### src/rtl/multicycle_cpu_pkg.sv
// rtl/multicycle_cpu_pkg.sv - opcodes, funct codes, FSM states, ALU codes and datapath helpers
package multicycle_cpu_pkg;

    localparam logic [5:0] OP_RTYPE = 6'h00;
    localparam logic [5:0] OP_J     = 6'h02;
    localparam logic [5:0] OP_JAL   = 6'h03;
    localparam logic [5:0] OP_BEQ   = 6'h04;
    localparam logic [5:0] OP_ADDI  = 6'h08;
    localparam logic [5:0] OP_LW    = 6'h23;
    localparam logic [5:0] OP_SW    = 6'h2b;

    localparam logic [5:0] FN_JR  = 6'h08;
    localparam logic [5:0] FN_ADD = 6'h20;
    localparam logic [5:0] FN_SUB = 6'h22;
    localparam logic [5:0] FN_AND = 6'h24;
    localparam logic [5:0] FN_OR  = 6'h25;
    localparam logic [5:0] FN_SLT = 6'h2a;

    typedef enum logic [2:0] {
        ST_FETCH  = 3'd0,
        ST_DECODE = 3'd1,
        ST_EXEC   = 3'd2,
        ST_MEM    = 3'd3,
        ST_WB     = 3'd4,
        ST_HALT   = 3'd5
    } state_t;

    typedef enum logic [2:0] {
        ALU_AND = 3'b000,
        ALU_OR  = 3'b001,
        ALU_ADD = 3'b010,
        ALU_SUB = 3'b110,
        ALU_SLT = 3'b111
    } alu_op_t;

    typedef enum logic [1:0] {PC_INC, PC_BRANCH, PC_JUMP, PC_REG} pc_src_t;
    typedef enum logic [1:0] {B_REG, B_IMM, B_BR} alu_b_t;
    typedef enum logic [1:0] {DST_RT, DST_RD, DST_RA} rf_dst_t;
    typedef enum logic [1:0] {SRC_ALU, SRC_MDR, SRC_PC} rf_src_t;

    function automatic logic [31:0] sign_ext_16_to_32(input logic [15:0] imm);
        return {{16{imm[15]}}, imm};
    endfunction

    function automatic logic [31:0] alu(input alu_op_t op, input logic [31:0] a, input logic [31:0] b);
        case (op)
            ALU_AND: return a & b;
            ALU_OR:  return a | b;
            ALU_SUB: return a - b;
            ALU_SLT: return {31'b0, $signed(a) < $signed(b)};
            default: return a + b;
        endcase
    endfunction

endpackage

### src/rtl/multicycle_controller.sv
// rtl/multicycle_controller.sv - instruction sequencing FSM and per-state control decode
module multicycle_controller
    import multicycle_cpu_pkg::*;
#(
    parameter logic [5:0] HALT_OP = 6'b111111
) (
    input  logic    clk,
    input  logic    rst,
    input  logic [5:0] opcode,
    input  logic [5:0] funct,
    input  logic    zero,
    input  logic    mem_ready,
    output state_t  state,
    output logic    ir_we,
    output logic    pc_we,
    output logic    ab_we,
    output logic    aluout_we,
    output logic    mdr_we,
    output logic    rf_we,
    output pc_src_t pc_src,
    output logic    alu_src_a,
    output alu_b_t  alu_src_b,
    output alu_op_t alu_cntrl,
    output rf_dst_t rf_dst,
    output rf_src_t rf_src,
    output logic    mem_req,
    output logic    mem_we,
    output logic    halted,
    output logic    illegal
);

    logic is_r, is_jr, is_alu_r, known;
    alu_op_t r_op;

    assign is_r     = (opcode == OP_RTYPE);
    assign is_jr    = is_r && (funct == FN_JR);
    assign is_alu_r = is_r && (funct inside {FN_ADD, FN_SUB, FN_AND, FN_OR, FN_SLT});
    assign known    = is_alu_r || is_jr ||
                      (opcode inside {OP_ADDI, OP_LW, OP_SW, OP_BEQ, OP_J, OP_JAL});
    assign halted   = (state == ST_HALT);

    always_comb begin
        case (funct)
            FN_SUB:  r_op = ALU_SUB;
            FN_AND:  r_op = ALU_AND;
            FN_OR:   r_op = ALU_OR;
            FN_SLT:  r_op = ALU_SLT;
            default: r_op = ALU_ADD;
        endcase
    end

    always_ff @(posedge clk or posedge rst) begin
        if (rst) begin
            state   <= ST_FETCH;
            illegal <= 1'b0;
        end else begin
            case (state)
                ST_FETCH:  if (mem_ready) state <= ST_DECODE;
                ST_DECODE: begin
                    if (opcode == HALT_OP) begin
                        state <= ST_HALT;
                    end else if (!known) begin
                        state   <= ST_HALT;
                        illegal <= 1'b1;
                    end else begin
                        state <= ST_EXEC;
                    end
                end
                ST_EXEC: begin
                    if (is_alu_r || opcode == OP_ADDI)        state <= ST_WB;
                    else if (opcode == OP_LW || opcode == OP_SW) state <= ST_MEM;
                    else                                     state <= ST_FETCH;
                end
                ST_MEM:  if (mem_ready) state <= (opcode == OP_LW) ? ST_WB : ST_FETCH;
                ST_WB:   state <= ST_FETCH;
                ST_HALT: state <= ST_HALT;
                default: state <= ST_FETCH;
            endcase
        end
    end

    always_comb begin
        ir_we = 1'b0; pc_we = 1'b0; ab_we = 1'b0; aluout_we = 1'b0;
        mdr_we = 1'b0; rf_we = 1'b0; mem_req = 1'b0; mem_we = 1'b0;
        pc_src = PC_INC; alu_src_a = 1'b0; alu_src_b = B_REG; alu_cntrl = ALU_ADD;
        rf_dst = DST_RT; rf_src = SRC_ALU;
        case (state)
            ST_FETCH: begin
                mem_req = 1'b1;
                ir_we   = mem_ready;
                pc_we   = mem_ready;
            end
            ST_DECODE: begin
                ab_we     = 1'b1;
                aluout_we = 1'b1;
                alu_src_a = 1'b1;
                alu_src_b = B_BR;
            end
            ST_EXEC: begin
                if (is_alu_r) begin
                    aluout_we = 1'b1;
                    alu_cntrl = r_op;
                end else if (is_jr) begin
                    pc_we  = 1'b1;
                    pc_src = PC_REG;
                end else if (opcode == OP_BEQ) begin
                    alu_cntrl = ALU_SUB;
                    pc_we     = zero;
                    pc_src    = PC_BRANCH;
                end else if (opcode == OP_J || opcode == OP_JAL) begin
                    pc_we  = 1'b1;
                    pc_src = PC_JUMP;
                    rf_we  = (opcode == OP_JAL);
                    rf_dst = DST_RA;
                    rf_src = SRC_PC;
                end else begin
                    aluout_we = 1'b1;
                    alu_src_b = B_IMM;
                end
            end
            ST_MEM: begin
                mem_req = 1'b1;
                mem_we  = (opcode == OP_SW);
                mdr_we  = mem_ready && (opcode == OP_LW);
            end
            ST_WB: begin
                rf_we  = 1'b1;
                rf_dst = is_r ? DST_RD : DST_RT;
                rf_src = (opcode == OP_LW) ? SRC_MDR : SRC_ALU;
            end
            default: ;
        endcase
        // Reset kills any in-flight access at once, not at the next edge.
        if (rst) begin
            mem_req = 1'b0;
            mem_we  = 1'b0;
        end
    end

endmodule

### src/rtl/multicycle_cpu.sv
// rtl/multicycle_cpu.sv - multi-cycle MIPS-subset core with a single ready-handshaked memory port
module multicycle_cpu
    import multicycle_cpu_pkg::*;
#(
    parameter int               ADDR_W   = 32,
    parameter logic [ADDR_W-1:0] RESET_PC = '0,
    parameter logic [5:0]        HALT_OP  = 6'b111111
) (
    input  logic              clk,
    input  logic              rst,
    output logic              mem_req,
    output logic              mem_we,
    output logic [ADDR_W-1:0] mem_addr,
    output logic [31:0]       mem_wdata,
    input  logic [31:0]       mem_rdata,
    input  logic              mem_ready,
    output logic              halted,
    output logic              illegal,
    output logic [ADDR_W-1:0] pc_out
);

    state_t  state;
    logic    ir_we, pc_we, ab_we, aluout_we, mdr_we, rf_we, alu_src_a, zero;
    pc_src_t pc_src;
    alu_b_t  alu_src_b;
    alu_op_t alu_cntrl;
    rf_dst_t rf_dst;
    rf_src_t rf_src;

    logic [ADDR_W-1:0] pc, pc_next, addr_raw;
    logic [31:0] ir, a, b, aluout, mdr;
    logic [31:0] pc32, imm_ext, alu_a, alu_b, alu_y, jump_target, rf_wdata;
    logic [4:0]  rs, rt, rf_waddr;
    logic [31:0] rf [32];

    multicycle_controller #(.HALT_OP(HALT_OP)) u_ctrl (
        .clk(clk), .rst(rst), .opcode(ir[31:26]), .funct(ir[5:0]), .zero(zero),
        .mem_ready(mem_ready), .state(state), .ir_we(ir_we), .pc_we(pc_we),
        .ab_we(ab_we), .aluout_we(aluout_we), .mdr_we(mdr_we), .rf_we(rf_we),
        .pc_src(pc_src), .alu_src_a(alu_src_a), .alu_src_b(alu_src_b),
        .alu_cntrl(alu_cntrl), .rf_dst(rf_dst), .rf_src(rf_src), .mem_req(mem_req),
        .mem_we(mem_we), .halted(halted), .illegal(illegal)
    );

    assign rs          = ir[25:21];
    assign rt          = ir[20:16];
    assign pc32        = 32'(pc);
    assign imm_ext     = sign_ext_16_to_32(ir[15:0]);
    assign alu_a       = alu_src_a ? pc32 : a;
    assign alu_y       = alu(alu_cntrl, alu_a, alu_b);
    assign zero        = (alu_y == 32'd0);
    assign jump_target = {pc32[31:28], ir[25:0], 2'b00};

    always_comb begin
        case (alu_src_b)
            B_IMM:   alu_b = imm_ext;
            B_BR:    alu_b = imm_ext << 2;
            default: alu_b = b;
        endcase
        case (pc_src)
            PC_BRANCH: pc_next = aluout[ADDR_W-1:0];
            PC_JUMP:   pc_next = jump_target[ADDR_W-1:0];
            PC_REG:    pc_next = a[ADDR_W-1:0];
            default:   pc_next = pc + ADDR_W'(4);
        endcase
        case (rf_dst)
            DST_RD:  rf_waddr = ir[15:11];
            DST_RA:  rf_waddr = 5'd31;
            default: rf_waddr = rt;
        endcase
        case (rf_src)
            SRC_MDR: rf_wdata = mdr;
            SRC_PC:  rf_wdata = pc32;
            default: rf_wdata = aluout;
        endcase
    end

    always_ff @(posedge clk or posedge rst) begin
        if (rst) begin
            pc     <= RESET_PC;
            ir     <= '0;
            a      <= '0;
            b      <= '0;
            aluout <= '0;
            mdr    <= '0;
        end else begin
            if (pc_we)     pc     <= pc_next;
            if (ir_we)     ir     <= mem_rdata;
            if (ab_we) begin
                a <= (rs == 5'd0) ? 32'd0 : rf[rs];
                b <= (rt == 5'd0) ? 32'd0 : rf[rt];
            end
            if (aluout_we) aluout <= alu_y;
            if (mdr_we)    mdr    <= mem_rdata;
        end
    end

    // Register file contents are deliberately left unreset; $0 is never written.
    always_ff @(posedge clk) begin
        if (rf_we && rf_waddr != 5'd0) rf[rf_waddr] <= rf_wdata;
    end

    assign addr_raw  = (state == ST_MEM) ? aluout[ADDR_W-1:0] : pc;
    assign mem_addr  = addr_raw & ~ADDR_W'(3);
    assign mem_wdata = b;
    assign pc_out    = pc;

endmodule

### config.mk
export PLATFORM = sky130hd
export DESIGN_NAME = multicycle_cpu
export DESIGN_NICKNAME = d
export VERILOG_FILES = /design/src/rtl/multicycle_cpu_pkg.sv /design/src/rtl/multicycle_controller.sv /design/src/rtl/multicycle_cpu.sv
export SDC_FILE = /design/constraint.sdc
export NUM_CORES = 2
export LEC_CHECK = 0
export ABC_AREA = 1
export CAP_MARGIN = 40
export CORE_MARGIN = 3
export CORE_UTILIZATION = 40
export DETAILED_ROUTE_END_ITERATION = 10
export DONT_BUFFER_PORTS = 1
export PLACE_DENSITY = 0.54
export SLEW_MARGIN = 20
export SYNTH_ARGS = -nofsm -noshare
export SYNTH_HDL_FRONTEND = slang
export SYNTH_SLANG_ARGS = --single-unit
export TNS_END_PERCENT = 5
### constraint.sdc
create_clock -name clk -period 7.2 [get_ports clk]
set_clock_uncertainty 0.2 [all_clocks]
set_input_delay 0.36 -clock clk [delete_from_list [all_inputs] [get_ports clk]]
set_output_delay 0.36 -clock clk [all_outputs]
set_load 0.005 [all_outputs]
== After elaboration in Yosys (flattened, before gate mapping) ==
Memories as Yosys holds them, arrays and structs flattened.
Cells that the tools add are included.
Storage, ports and cells
  bits in registers: 196
  bits in writable memories: 1024
  output and inout port bits: 100
  memories kept: 1
Cells by class
  add/subtract/negate cells: 3
  order comparisons: 1
  equality and inequality tests: 32
  muxes and demuxes: 63
  bitwise operators: 5
  reduce and logical (&&, ||, !) cells: 22
Memories
  rf: depth 32, width 32, rd ports 2, clocked after memory_dff 0, wr ports 1, line multicycle_cpu.sv:34  | logic [31:0] rf [32];
Operator list (number)
  $mux 32: 4
  $pmux 32 s2: 2
  $pmux 32 s4: 1
  $pmux 32 s3: 1
  $eq 6x6->1 const B: 8
  $add 32x3->32 const B: 1
  $add 32x32->32: 1
  $and 32x32->32: 1
  $logic_not 32->1: 1
  $lt 32x32->1: 1
  $or 32x32->32: 1
  $sub 32x32->32: 1
  $mux 3: 10
  $mux 1: 24
  $mux 2: 12
  $pmux 3 s5: 1
  $eq 3x3->1 const B: 4
  $eq 6x2->1 const B: 2
  $eq 6x4->1 const B: 2
  $pmux 2 s2: 3
  $pmux 3 s4: 1
  $eq 2x2->1 const B: 5
  $logic_not 5->1: 2
  $pmux 5 s2: 1
  16 further kinds: 36

== Longest topological paths before layout ==
  word-level depth: 17
  depth in mapped cells: 44

== Modules after synthesis ==
A second synthesis with hierarchy kept.
Unflattened totals
  cells, all modules: 7718
  area, all modules: 66764.0 µm²
Modules (own cells, without submodules)
  multicycle_cpu: times used 1, cells each 7607, area an instance 66105.9 µm², seq. area each 35554.1 µm²
  multicycle_controller: times used 1, cells each 111, area an instance 658.1 µm², seq. area each 100.1 µm²

== Worst setup path before layout ==
No wires, ideal clock.
  path kind: flip-flop to flip-flop
  from: register ir[29]
  to: register pc[28], in the netlist pc_out[28]
  arrival: 4924 ps
  data required time: 6935 ps
  slack: 2010 ps
  cell stages (with the launch flop): 42
  clock period less this slack: 5190 ps
  cell sequence: dfrtp_1 > nor2_1 > inv_2 > nor2_8 > inv_1 > nor2_1 > nor2_1 > inv_1 > nor2_1 > inv_1 > nor2_1 > ha_1 > clkbuf_1 > inv_1 > clkbuf_1 > o21ai_0 > o21ai_0 > inv_1 > [6 not listed] > nand2_1 > nand2_1 > nand2_1 > nand2_1 > nand3_1 > a21oi_1 > nor2_1 > nor2_1 > nand2_1 > nor2_1 > nand3_1 > nor2_1 > nand2_1 > nand2_1 > buf_6 > buf_6 > nand3_1 > nand2_1
On the way
  cells in the longest elaborated chain, start to end: 17
  elaborated cells on any way between the ends: 46
  classes of those cells: add/sub (2); order compare (1); eq/ne (11); mux (22); bitwise (3); reduce/logical (7)
Ends and longest elaborated chain
  from (decl): line multicycle_cpu.sv:31  | logic [31:0] ir, a, b, aluout, mdr;
  from (signal assigned): line multicycle_cpu.sv:88  | if (ir_we) ir <= mem_rdata;
  $eq 6x2->1: line multicycle_controller.sv:110  | end else if (opcode == OP_J || opcode == OP_JAL) begin
  $logic_or 1x1->1: line multicycle_controller.sv:110
  $mux 1: line multicycle_controller.sv:110
  $mux 2: line multicycle_controller.sv:106  | end else if (opcode == OP_BEQ) begin
  $mux 2: line multicycle_controller.sv:103  | end else if (is_jr) begin
  $mux 2: line multicycle_controller.sv:100  | if (is_alu_r) begin
  $pmux 2 s2: line multicycle_controller.sv:87  | case (state)
  $eq 2x2->1 or $eq 2x1->1 (tied branches): line multicycle_cpu.sv:55  | case (alu_src_b)
  $pmux 32 s2: line multicycle_cpu.sv:55
  $add 32x32->32 (tied with other cells): line multicycle_cpu_pkg.sv:51  | default: return a + b;
  $pmux 32 s4: line multicycle_cpu_pkg.sv:46  | case (op)
  $logic_not 32->1: line multicycle_cpu.sv:51  | assign zero = (alu_y == 32'd0);
  $mux 1: line multicycle_controller.sv:106
  $mux 1: line multicycle_controller.sv:103
  $mux 1: line multicycle_controller.sv:100
  $pmux 1 s2: line multicycle_controller.sv:87
  $reduce_and 2->1 (no source line)
  to (signal assigned): line multicycle_cpu.sv:87  | if (pc_we) pc <= pc_next;
  to (decl): line multicycle_cpu.sv:30  | logic [ADDR_W-1:0] pc, pc_next, addr_raw;
Parallel ways exist; a longest one is shown, timed or not.
A chain may end at the register's enable or synchronous reset.

== Final worst setup path ==
  from: register ir[0]
  to: register pc[23], in the netlist pc_out[23]
On the way
  cells in the longest elaborated chain, start to end: 14
  elaborated cells on any way between the ends: 41
  classes of those cells: add/sub (2); order compare (1); eq/ne (14); mux (17); bitwise (2); reduce/logical (5)
Ends and longest elaborated chain
  $eq 6x6->1 (tied with other cells): line multicycle_controller.sv:37  | assign is_alu_r = is_r && (funct inside {FN_ADD, FN_SUB, FN_AND, FN_OR, FN_SLT});
  $reduce_bool 5->1 or $logic_and 1x1->1 (tied branches): line multicycle_controller.sv:37, multicycle_controller.sv:36
  $logic_and 1x1->1 or $mux 2 (tied branches): line multicycle_controller.sv:37, multicycle_controller.sv:103
  $mux 2: line multicycle_controller.sv:100
  $pmux 2 s2: line multicycle_controller.sv:87
  $eq 2x2->1 or $eq 2x1->1 (tied branches): line multicycle_cpu.sv:55
  $pmux 32 s2: line multicycle_cpu.sv:55
  $add 32x32->32 (tied with other cells): line multicycle_cpu_pkg.sv:51
  $pmux 32 s4: line multicycle_cpu_pkg.sv:46
  $logic_not 32->1: line multicycle_cpu.sv:51
  $mux 1: line multicycle_controller.sv:106
  $mux 1: line multicycle_controller.sv:103
  $mux 1: line multicycle_controller.sv:100
  $pmux 1 s2: line multicycle_controller.sv:87
Parallel ways exist; a longest one is shown, timed or not.

==> flow_metrics.py <==
metrics = {
    "synth": {
        "yosysWarnings": 0,
        "synth_mux_area_share_pct": 0.0342,
        "synth-simple-area-share_pct": 17.8,
        "seq_area_frac_synth_pct": 54.2,
        "synth_top_family_by_area": "compound AO/OA/AOI/OAI gates",
        "synth_adder_area_share_pct": 2.02,
        "ys.flop_type": "edfxtp_1",
        "ys_seq_elements": 1220,
        "synth_edf_count": 1024,
        "async_flop_share_pct": 16.1,
        "syn_inst": 7515,
        "avgSynthCellArea_um2": 8.76,
        "synth-compound-area-share_pct": 19.6,
        "netlist_area_um2": 65800,
        "synth_cell_types": 53,
        "synth_xor_area_share_pct": 0.506,
    },
    "die": {
        "die_w_um": 412,
        "dieArea_um2": 169000,
        "initial_utilization_pct": 40.3,
        "core-area_um2": 163000,
        "num_rows": 148,
        "ios": 135,
        "die_h_um": 412,
    },
    "route": {
        "routedWlPerCell_um": 32.0,
        "via_per_inst": 6.36,
        "vias": 62300,
        "drt_wl_total_mm": 313,
        "drtAntennaViolNets": 0,
        "drtIter0Drc": 9935,
        "drt_pass1_iterations": 8,
        "drc": 0,
    },
    "worst_setup_path": {
        "cp_common_cell": "nand2_1",
        "arrival_ps": 7370,
        "crit_type": "reg2reg",
        "cpPeakStageDelay_ps": 470,
        "slowest_stage": "ha_1",
        "timing.rr.start": "ir[0]",
        "end_kind": "register",
        "rrSetupSlack_ps": 360,
        "start_kind": "register",
        "critPathMaxFanout": 43,
        "cp.required_ps": 7730,
        "critPathLaunch": "ir[0]",
    },
    "run_status": {
        "run_status": "finished clean",
    },
    "global_routing": {
        "grtUsageTotal_pct": 35.8,
        "grt_pass1_vias": 57100,
        "grt_first_pass_wirelength_mm": 433,
        "grt_max_degree": 151,
        "antenna_found_initial": 19,
        "grt_overflow": 0,
    },
    "timing": {
        "worst_pin_slew_ps": 1040,
        "setup_viol": 0,
        "fin_crit_ps": 6840,
        "final-hold-violation-count": 0,
        "rsz0062_at_grt": "no",
        "fin_crit_sh_pct": 95.0,
        "relSlewSlack_pct": 30.6,
        "max_freq_mhz": 146,
        "setup_ws_ps": 357,
        "slew_viol_final": 0,
    },
    "power": {
        "p_int_mw": 19.8,
        "power_mw": 41.9,
        "peakVddDrop_v": 0.000434,
        "clock_power_share_pct": 17.1,
        "swShare_pct": 52.7,
        "p_leak_nw": 27.7,
        "p_comb_share_pct": 58.3,
        "power_frac_seq_pct": 24.6,
        "netSwitchingPower_mw": 22.1,
        "power_density_nw_per_um2": 558,
    },
    "placed_design": {
        "gp_congestion": 1.03,
        "dpl.cell_count": 9472,
        "place_ws_ps": -222,
        "io_buffer_count": 0,
        "place_hpwl_mm": 197,
    },
    "clock_network": {
        "cts_buffers": 143,
        "cts_root_buffer": "clkbuf_16",
        "clkTransAtPathRegs_ps": 60,
        "clock-sinks": 1220,
        "cts_buffer_depth": 3,
        "htree_num_levels": 4,
        "clk_latency_ps": 830,
        "cts_tree": "done",
    },
    "finish": {
        "finalNetCount": 7638,
        "fillers": 15500,
        "layout-drive-gt1-share_pct": 8.72,
        "fin_cells": 9794,
        "area_growth_pct": 14.2,
    },
    "min_path": {
        "min_path_type": "in2reg",
        "min_from": "mem_rdata[8]",
    },
    "job": {
        "cap_violations": 0,
    },
}
==> worst max-delay path, delay by kind of cell (launching register included) <==
family	cells	cell delay (ps)
flops	1	420
buf+inv	8	1010
simple gates	21	2510
fa+ha+maj	2	810
compound gates	6	1700
==> kinds of logic (layout without fill, tap and decap cells) <==
| kind of cell | after synthesis | after routing |
|---|---|---|
| AO/OA/AOI/OAI | 2240 | 2240 |
| XOR/XNOR | 38 | 38 |
| AND/OR/NAND/NOR | 2894 | 2894 |
| adder cells (fa/ha/maj) | 105 | 105 |
| multiplexers | 2 | 2 |
| flip-flops | 1220 | 1220 |
| buffers and inverters | 1015 | 1079 |
| other | 1 | 41 |
==> synth_stat cells, types with 102 or more instances <==
| master | n | area, µm² |
|---|---|---|
| ha_1 | 103 | 1290 |
| o21ai_0 | 1350 | 6760 |
| dfrtp_1 | 196 | 4900 |
| o22ai_1 | 435 | 2720 |
| inv_1 | 441 | 1660 |
| edfxtp_1 | 1024 | 30700 |
| a21oi_1 | 102 | 510 |
| nand2_1 | 1060 | 3980 |
| nor2_1 | 1422 | 5340 |
| o221ai_1 | 126 | 1100 |
| clkbuf_1 | 495 | 1860 |
| nand3_1 | 241 | 1210 |
==> power groups by stage <==
stage / clock (mW) / combinational, mW / sequential [mW]
2_1_floorplan: 0 / 13.5 / 9.65
3_3_place_gp: 0 / 23.2 / 10.4
3_5_place_dp: 0 / 23.3 / 10.4
4_1_cts: 7.24 / 23.5 / 10.3
5_1_grt: 7.52 / 25.9 / 10.3
6_report: 7.18 / 24.4 / 10.3
==> per-layer routing <==
metal	share of wire (%)	track usage (%)	vias to the layer above
met4	6.2	19.4	6
met2	44	54.2	4453
met1	38	47.4	30500
met3	12	8.19	856
met5	0.012	0	-
li1	-	-	26500
==> what timing repair did <==
item                       4_1_cts  5_1_grt
hold endpoints to repair       154        0
buffers inserted                 0        0
hold buffers                    50        0
setup endpoints to repair       30       32
pin swaps                        0        0
resized for setup                6       25
==> sequential cells by signal (all words and copies together), names as in the netlist <==
signal          cells
a                  32
u_ctrl.illegal      1
u_ctrl.state        3
aluout             32
ir                 32
pc_out             32
mdr                32
rf               1024
mem_wdata          32
==> cells in the final DEF, fill, tap and decap left out, types with 11 or more instances in the layout <==
| master | Yosys | routed |
|---|---|---|
| clkbuf_1 | 495 | 38 |
| buf_4 | 3 | 238 |
| o211ai_1 | 43 | 43 |
| conb_1 | 1 | 34 |
| clkinv_1 | 11 | 24 |
| o2111ai_1 | 12 | 12 |
| nor2_4 | 1 | 36 |
| buf_12 | 0 | 32 |
| edfxtp_1 | 1024 | 1024 |
| o22ai_1 | 435 | 433 |
| o21bai_1 | 15 | 15 |
| ha_1 | 103 | 100 |
| clkinv_2 | 0 | 25 |
| nand4_1 | 89 | 89 |
| a21oi_1 | 102 | 99 |
| buf_16 | 0 | 11 |
| nor2_2 | 6 | 15 |
| inv_1 | 441 | 434 |
| dfrtp_1 | 196 | 186 |
| inv_2 | 22 | 26 |
| dlygate4sd3_1 | 0 | 49 |
| a32o_1 | 32 | 32 |
| clkbuf_16 | 0 | 146 |
| a22oi_1 | 53 | 22 |
| o221ai_1 | 126 | 126 |
| nor2_1 | 1422 | 1378 |
| a221oi_1 | 15 | 15 |
| xor2_1 | 36 | 36 |
| nand3_1 | 241 | 241 |
| nor3_1 | 29 | 26 |
| nand2_1 | 1060 | 1059 |
| o21ai_1 | 28 | 37 |
| a22oi_2 | 0 | 31 |
| nand3b_1 | 16 | 16 |
| o21ai_0 | 1350 | 1339 |
==> per-stage QoR <==
stage          util, %  cell area [µm²]  TNS [ps]  hold slack, ps
2_1_floorplan        -            65900         0             242
3_3_place_gp      42.5            69300     -7840             199
3_5_place_dp      42.8            69800     -5590             193
4_1_cts           45.9            74900         0            1.42
5_1_grt           46.0            75100         0            64.3
6_report          46.0            75100         0            60.2
==> worst paths after layout <==
check,cells past startpoint,to
setup / recovery,37,pc_out[23]
hold / removal,3,mdr[8]
setup reg to reg,37,pc_out[23]
hold reg to reg,2,mdr[22]
max in group asynchronous,4,ir[21]
min in group asynchronous,3,ir[22]
==> layout make-up <==
type                            instances  area [µm²]  share of cell area [%]
Sequential cell                      1220       35700                    47.5
Multi-Input combinational cell       5313       26900                    35.8
Clock buffer                          194        3930                    5.24
Timing Repair Buffer                  346        3370                    4.48
Tap cell                             2175        2720                    3.62
Inverter                              474        1820                    2.43
Clock inverter                         65         648                   0.863
Antenna cell                            7        17.5                  0.0233
No activity file was read; power rests on OpenSTA's default activity.
